File: src/rtl/fetch_stage.sv
// ----------------------------------------------------------------------------
// fetch_stage
//
// Instruction fetch stage: the consumer side of the program-counter interface.
// It reads the current PC, fetches the instruction at that address over a
// req/ack handshake, and loads the IF/ID pipeline register.
//
// pc_write_o is returned to the PC's PCWrite input. The PC advances only when
// the instruction at pc_i has been consumed, either into IF/ID or into the skid
// buffer, or when a flush makes the PC load a branch target.
//
// A downstream stall that arrives together with a memory ack parks the fetched
// word in a one-entry skid buffer (state HOLD). A flush with a fetch still in
// flight waits for the stale ack while holding the old address (state DRAIN).
//
// Ports
//   clk_i, rst_i       clock and synchronous active-high reset
//   pc_i               current PC
//   pc_write_o         PCWrite; the PC loads its next value at this edge
//   imem_req_o         memory request, held until ack
//   imem_addr_o        fetch address, stable while imem_req_o=1
//   imem_ack_i         memory response; imem_data_i is valid in this cycle
//   imem_data_i        fetched instruction
//   stall_i            ID cannot accept; IF/ID holds
//   flush_i            branch taken; squash IF/ID and any in-flight fetch
//   ifid_valid_o       IF/ID holds a live instruction
//   ifid_pc_o          PC of the IF/ID instruction
//   ifid_pc_plus4_o    ifid_pc_o + 4, wrapping at 2^ADDR_W
//   ifid_instr_o       IF/ID instruction
// ----------------------------------------------------------------------------
module fetch_stage #(
   parameter int                ADDR_W    = 32,
   parameter int                DATA_W    = 32,
   parameter logic [DATA_W-1:0] NOP_INSTR = 32'h00000000
) (
   input  logic              clk_i,
   input  logic              rst_i,
   input  logic [ADDR_W-1:0] pc_i,
   output logic              pc_write_o,
   output logic              imem_req_o,
   output logic [ADDR_W-1:0] imem_addr_o,
   input  logic              imem_ack_i,
   input  logic [DATA_W-1:0] imem_data_i,
   input  logic              stall_i,
   input  logic              flush_i,
   output logic              ifid_valid_o,
   output logic [ADDR_W-1:0] ifid_pc_o,
   output logic [ADDR_W-1:0] ifid_pc_plus4_o,
   output logic [DATA_W-1:0] ifid_instr_o
);

   typedef enum logic [1:0] {
      IDLE  = 2'd0,
      FETCH = 2'd1,
      HOLD  = 2'd2,
      DRAIN = 2'd3
   } state_t;

   state_t            state_q, state_d;
   logic [ADDR_W-1:0] addr_q, addr_d;

   // The skid buffer is occupied exactly when the FSM is in HOLD, so it needs
   // no separate valid flag.
   logic [ADDR_W-1:0] skid_pc_q, skid_pc_d;
   logic [DATA_W-1:0] skid_instr_q, skid_instr_d;

   logic              ifid_valid_q, ifid_valid_d;
   logic [ADDR_W-1:0] ifid_pc_q, ifid_pc_d;
   logic [ADDR_W-1:0] ifid_pc_plus4_q, ifid_pc_plus4_d;
   logic [DATA_W-1:0] ifid_instr_q, ifid_instr_d;

   logic              accept;
   logic              pc_write;

   // IF/ID can take a new entry when ID is not stalling or IF/ID is empty.
   assign accept = !stall_i || !ifid_valid_q;

   always_comb begin
      state_d         = state_q;
      addr_d          = addr_q;
      skid_pc_d       = skid_pc_q;
      skid_instr_d    = skid_instr_q;
      ifid_valid_d    = ifid_valid_q;
      ifid_pc_d       = ifid_pc_q;
      ifid_pc_plus4_d = ifid_pc_plus4_q;
      ifid_instr_d    = ifid_instr_q;
      pc_write        = 1'b0;
      imem_req_o      = 1'b0;
      imem_addr_o     = addr_q;

      case (state_q)
         IDLE: begin
            state_d = FETCH;
            if (flush_i) begin
               pc_write = 1'b1;
            end
         end

         FETCH: begin
            // pc_i is stable here because pc_write stays low until the ack.
            imem_req_o  = 1'b1;
            imem_addr_o = pc_i;
            addr_d      = pc_i;
            if (flush_i) begin
               pc_write = 1'b1;
               if (!imem_ack_i) begin
                  state_d = DRAIN;
               end
            end else if (imem_ack_i) begin
               if (accept) begin
                  ifid_valid_d    = 1'b1;
                  ifid_pc_d       = pc_i;
                  ifid_pc_plus4_d = pc_i + ADDR_W'(4);
                  ifid_instr_d    = imem_data_i;
                  pc_write        = 1'b1;
               end else begin
                  skid_pc_d    = pc_i;
                  skid_instr_d = imem_data_i;
                  state_d      = HOLD;
               end
            end else if (!(stall_i && ifid_valid_q)) begin
               ifid_valid_d = 1'b0;
            end
         end

         HOLD: begin
            if (flush_i) begin
               pc_write = 1'b1;
               state_d  = FETCH;
            end else if (!stall_i) begin
               ifid_valid_d    = 1'b1;
               ifid_pc_d       = skid_pc_q;
               ifid_pc_plus4_d = skid_pc_q + ADDR_W'(4);
               ifid_instr_d    = skid_instr_q;
               pc_write        = 1'b1;
               state_d         = FETCH;
            end
         end

         DRAIN: begin
            // The PC has already moved; keep presenting the abandoned address
            // until the memory completes it, then throw the data away.
            imem_req_o  = 1'b1;
            imem_addr_o = addr_q;
            if (flush_i) begin
               pc_write = 1'b1;
            end
            if (imem_ack_i) begin
               state_d = FETCH;
            end
         end

         default: begin
            state_d = IDLE;
         end
      endcase

      // Flush overrides any load or hold of IF/ID.
      if (flush_i) begin
         ifid_valid_d = 1'b0;
         ifid_instr_d = NOP_INSTR;
      end
   end

   // The PC must not advance while the stage is being reset.
   assign pc_write_o = pc_write && !rst_i;

   always_ff @(posedge clk_i) begin
      if (rst_i) begin
         state_q         <= IDLE;
         addr_q          <= '0;
         skid_pc_q       <= '0;
         skid_instr_q    <= NOP_INSTR;
         ifid_valid_q    <= 1'b0;
         ifid_pc_q       <= '0;
         ifid_pc_plus4_q <= '0;
         ifid_instr_q    <= NOP_INSTR;
      end else begin
         state_q         <= state_d;
         addr_q          <= addr_d;
         skid_pc_q       <= skid_pc_d;
         skid_instr_q    <= skid_instr_d;
         ifid_valid_q    <= ifid_valid_d;
         ifid_pc_q       <= ifid_pc_d;
         ifid_pc_plus4_q <= ifid_pc_plus4_d;
         ifid_instr_q    <= ifid_instr_d;
      end
   end

   assign ifid_valid_o    = ifid_valid_q;
   assign ifid_pc_o       = ifid_pc_q;
   assign ifid_pc_plus4_o = ifid_pc_plus4_q;
   assign ifid_instr_o    = ifid_instr_q;

endmodule

File: config.mk
export PLATFORM = sky130hd
export DESIGN_NAME = fetch_stage
export DESIGN_NICKNAME = d
export VERILOG_FILES = /design/src/rtl/fetch_stage.sv
export SDC_FILE = /design/constraint.sdc
export NUM_CORES = 1
export LEC_CHECK = 0
export ABC_AREA = 1
export CAP_MARGIN = 20
export CELL_PAD_IN_SITES_DETAIL_PLACEMENT = 0
export CELL_PAD_IN_SITES_GLOBAL_PLACEMENT = 1
export CORE_ASPECT_RATIO = 0.5
export CORE_MARGIN = 2
export CORE_UTILIZATION = 30
export CTS_CLUSTER_SIZE = 8
export DETAILED_ROUTE_END_ITERATION = 12
export GPL_ROUTABILITY_DRIVEN = 0
export GPL_TIMING_DRIVEN = 0
export PLACE_DENSITY = 0.68
export SLEW_MARGIN = 0
export SYNTH_ARGS = -nofsm -noshare
export SYNTH_HDL_FRONTEND = slang
export SYNTH_SLANG_ARGS = --single-unit
export TNS_END_PERCENT = 20
File: constraint.sdc
create_clock -name clk_i -period 2.65 [get_ports clk_i]
set_clock_uncertainty 0.05 [all_clocks]
set_input_delay 0.53 -clock clk_i [delete_from_list [all_inputs] [get_ports clk_i]]
set_output_delay 0.53 -clock clk_i [all_outputs]
set_load 0.02 [all_outputs]
Word-level counts from Yosys, hierarchy flattened --
Cells that the tools add are included.
Storage, ports and cells: logic and storage cells 81, bits of input ports 69, register bits after elaboration 195
Cells by class: multiplexer cells 38, bitwise logic cells 2, reductions and logical operators 16, eq/ne operators 15, add/subtract/negate cells 2
Operator list (number):
- 32-bit two-way mux | 14
- 32-bit one-hot mux with 2 select lines | 3
- 32-bit by 3-bit adder with 32-bit output, second input constant | 2
- 3-bit != test, second input constant | 6
- 2-bit two-way mux | 7
- 2-bit != test, second input constant | 6
- 4-bit AND reduction | 3
- 1-bit two-way mux | 11
- 2-bit one-hot mux with 4 select lines | 1
- 6-bit AND reduction | 1
- 2-bit OR reduction | 3
- 5-bit AND reduction | 1
- 2-bit equality test, second input constant | 2
- 1-bit logical NOT | 3
- 1-bit one-hot mux with 3 select lines | 1
- 2-bit by 1-bit equality test with 1-bit output, second input constant | 1
- 1-bit logical AND | 2
- 2-bit logical NOT | 1
- 1-bit inverter | 2
- 1-bit one-hot mux with 2 select lines | 1
- 2-bit nonzero test | 1
- 1-bit logical OR | 1

Longest topological paths before layout --
Gate-level depths: netlist (run 1).
word-level depth 7, mapped depth 16, gate-level depth less buffers 14

Worst setup path after synthesis (run 1) --
Ideal clock, no wire load.
path type register to output, from register state_q[0], to output pc_write_o, stages on the path, launching flop included 9, arrival time 1.548 ns, path buffers 4, setup slack 0.522 ns, required time 2.070 ns, cells stage by stage dfxtp_1 -> inv_1 -> ha_1 -> buf_6 -> buf_6 -> buf_4 -> buf_4 -> o211ai_1 -> a21oi_1
On the way: word-level cells in the longest chain between the ends 4, elaborated cells on any way between the ends 7, those cells by class eq/ne (3); mux (1); reduce/logical (3)
Ends and longest elaborated chain:
- from (decl) | line 59 | state_t state_q, state_d;
- from (signal assigned) | line 179 | state_q <= state_d;
- 2-bit equality test / 2-bit logical NOT (equally long branches) | line 91 | case (state_q)
- 2-bit OR reduction (no line)
- 1-bit one-hot mux with 3 select lines (*) | line 91
- 1-bit logical AND (*) | line 166 | assign pc_write_o = pc_write && !rst_i;
- to (decl) | line 39 | output logic pc_write_o,
Every way passes the cells marked *; elsewhere a longest branch is shown, timed or not.

Worst setup path in the final report (run 1) --
from input rst_i, to output pc_write_o
On the way: word-level cells in the longest chain between the ends 2
Ends and longest elaborated chain:
- from (decl) | line 37 | input logic rst_i,
- 1-bit logical NOT | line 166
- 1-bit logical AND | line 166
No other way between the ends.

==> results of run 1 <==
[kinds of logic (layout without fill, tap and decap cells)]
kind of cell	count (synthesis)	in the layout	share of synthesized area, %
flip-flops	193	193	44.9
buffers and inverters	157	387	8.08
multiplexers	1	1	0.116
AO/OA/AOI/OAI	291	291	18.4
AND/OR/NAND/NOR	588	588	28.0
adder cells (fa/ha/maj)	3	3	0.437
[per-stage QoR]
stage | power, W | utilization, %
final | 0.00961 | 41.5
after global routing | 0.0102 | 41.5
after CTS | 0.00971 | 41.6
after detailed placement | 0.00724 | 39.6
after global placement | 0.00722 | 39.6
after floorplan | 0.00557 | -
[metal layers]
metal	global-route usage [%]	up-vias	share of wire, %
li1	-	4409	-
met1	26.9	4162	47
met2	35.2	167	48
met3	3.49	24	3.9
met4	5.48	0	1.0
met5	0	-	0
[worst max-delay path by stage]
| stage | endpoint | cells after the start | start | slack [ps] |
|---|---|---|---|---|
| 2_1_floorplan | pc_write_o | 8 | state_q[0]$_SDFFE_PP0P_ | 520 |
| 3_3_place_gp | pc_write_o | 5 | rst_i | -980 |
| 3_5_place_dp | pc_write_o | 5 | rst_i | -990 |
| 4_1_cts | pc_write_o | 8 | state_q[0]$_SDFFE_PP0P_ | -5 |
| 5_1_grt | imem_addr_o[25] | 7 | state_q[1]$_SDFFE_PP0P_ | -50 |
| 6_report | pc_write_o | 5 | rst_i | 60 |
[cells in the final DEF (no fill, tap or decap), types with 2 or more instances in the layout]
master / instances
ha_1: 3
inv_6: 2
o211a_1: 2
o21ai_4: 2
inv_2: 6
dfxtp_1: 192
nand2_4: 2
clkinvlp_4: 3
o21ai_2: 8
nand3_1: 27
clkinv_2: 4
buf_12: 2
a311oi_1: 4
clkdlybuf4s50_1: 165
clkbuf_1: 34
buf_1: 4
dlygate4sd2_1: 13
nand4_1: 3
nand2_2: 14
buf_4: 8
o21ai_0: 137
buf_2: 20
buf_6: 4
clkinv_4: 2
clkbuf_2: 12
clkbuf_4: 4
nor2_1: 207
nor3_1: 6
clkbuf_16: 17
nor2_4: 8
a31oi_1: 33
a21oi_1: 88
o21ai_1: 13
o211ai_1: 2
clkdlybuf4s15_1: 8
inv_1: 74
nand2_1: 311
nor2_2: 5
[area by class of cell]
type                            count  area share (%)
Multi-Input combinational cell    883            34.9
Sequential cell                   193            33.4
Timing Repair Buffer              199            16.6
Tap cell                          382            4.13
Clock buffer                       20            3.86
Buffer                             75            3.65
Inverter                           81            2.65
Clock inverter                     12           0.929
[registers in the layout, summed over array words and instances (netlist names)]
register	flops
addr_q	32
skid_pc_q	32
ifid_instr_o	32
ifid_pc_plus4_o	30
state_q	2
skid_instr_q	32
ifid_valid_o	1
ifid_pc_o	32
[power by group]
part / leakage, nW / switching [W] / internal, W / total (W)
Combinational: 3.16 / 0.00228 / 0.00132 / 0.00360
Sequential: 1.57 / 0.000202 / 0.00328 / 0.00348
Clock: 0.267 / 0.00121 / 0.00132 / 0.00253
Total: 5.00 / 0.00369 / 0.00593 / 0.00961
[timing repair]
item,in CTS,in global routing
pin swaps,0,0
endpoints found under the setup margin,34,34
gates resized for setup,56,34
[worst min-delay path, cell delays in order (launching register included)]
cell and delay (ps):
dfxtp_1 300, nand2_1 70, a21oi_1 60
==> results.md, run 1 <==
* Drt first pass iters at 5
* Status: finished clean
* Number of global-route vias before repair at about 8400
* # DRC at 0
* DIE AREA at about 30000 sq um
* Max Clk Rate at 0.386 GHz
* DRT Wirelength at 30.8 mm
* Hold Fails Final Rpt at 0
* Hold Path Stages at 2
* Hold Slack at 420 ps
* Yosys cell types at 38
* EDFF count, synth at 0
* Most used cell, CP: buf_4
* DIE HEIGHT at 124 microns
* Max clock buf depth at 2
* Final worst slack at 57.2 ps
* Sink Count at just under 200
* Mean post-synth cell area at roughly 7 sq um
* Placed standard-cell area at 11100 sq um
* R2r setup slk at between 200 and 250 ps
* Gate count of the mapped netlist at approximately 1200
* Lkg Pwr at about 5.0 nW
* Final net count at 1522
* Worst vdd ir at 0.000493 V
* Reg clk slew, reported paths at 70 ps
* Most numerous cell in the Yosys netlist: nand2_1
* DR WL/cell at 16.7 microns
* 1st-iter DRT viols at 560
* Flops & latches, synth at 193
* HP Class: reg -> reg
* Root buf cell: clkbuf_16
* Syn Std Cell Area at roughly 8600 sq um
* Setup violators final at 0
* Clk_lat worst skew at approximately 450 ps
* Layout area overhead at 34.8%
* RR Startpoint: state_q[0]$_SDFFE_PP0P_
* RSZ-0062 raised after global routing: true
* Antenna-violating nets left at 0
* Period Utilization, post-route at between 90% and 100%
* Placed Instances at 1814
* Layout Cells excl Fill at between 1500 and 2000
* Initial core utilization at between 30% and 40%
* Gr ovfl total at 0
* Worst Setup Start Kind: input pin
* Primary FF master, synth: dfxtp_1
* Arr. time, crit path at between 2000 and 2500 ps
* Cells on worst reg2reg path at 12
* Synth area leader: dfxtp_1
* Final instance area at 11600 sq um
* Seq/Total Area, Yosys at 44.9%
* Tot GR Track Use at 20.5%
* Crit path max fanout at 10
* CP Class: in -> out
* Hold EP: addr_q[31]$_SDFF_PP0_
* Pins Over Slew Limit at 0
* Fillers at 2876
* Layout cells sized above 1 at 8.95%
* TNS Setup at 0 ps
* Postcts setup bufs at 0
* Delay-heaviest family, CP: buffers and inverters
* Power per cell area at around 830 nW/um^2
* Critical Path Sink Type: output pin
* Async set or reset register ratio after synthesis at 0%
* Initial antenna violation count at 0
* Worst R2R End: ifid_pc_plus4_o[21]$_SDFFE_PP0P_
* Relative slew slack at between 50% and 60%
* HPWL Detailed at 23.4 mm
* I/O Buffers at 199
* H-Tree Depth at 4
* Vias at 8762
* Reg area at 3860 sq um
* Row cnt at 43
* CTS Buf Count at 17
* Die Wd at 243 microns
* Post-placement setup slack at -989 ps
* Multi-input gate area at 4040 sq um
* Most frequent cells after synthesis: 311 x nand2_1, 207 x nor2_1, 193 x dfxtp_1
* Syn_nets at 1305
* Data required time of the worst path at 2070 ps
* Min-delay src: addr_q[31]$_SDFF_PP0_
* Vias/cell at 4.75
* Critical-path top delay cell: clkdlybuf4s50_1
* CTS Hold Buffers Added at 0
* Buf+Inv Stages, Crit Path at 4
* Ant. Diodes at 0
* Largest cells by area after synthesis: dfxtp_1 45%, nand2_1 14%, nor2_1 9.0%
* Largest stage delay, worst path at 600 ps
* TritonCTS clock tree: yes
* Worst path cell trace: clkdlybuf4s50_1, clkbuf_2, buf_4, a21oi_1, buf_4
* Largest net degree at the start of global routing at 20
* First-pass GRT wire length at 47.1 mm
* Number of synthesis warnings at 0
* Min Tclk post-route at 2590 ps
* Post-synth top area share at around 45%
* IO Count at 200
* Max Cap Viol at 0
* Worst slew pin tran at 747 ps
* Core region area at roughly 28000 sq um
Note: power is estimated with default switching activity, not from simulation.
==> run 2: changes to the inputs <==
SLEW_MARGIN = 20   (was 0)
==> results of run 2 <==
No change in the layout: final DEF, timing and power equal those of run 1.
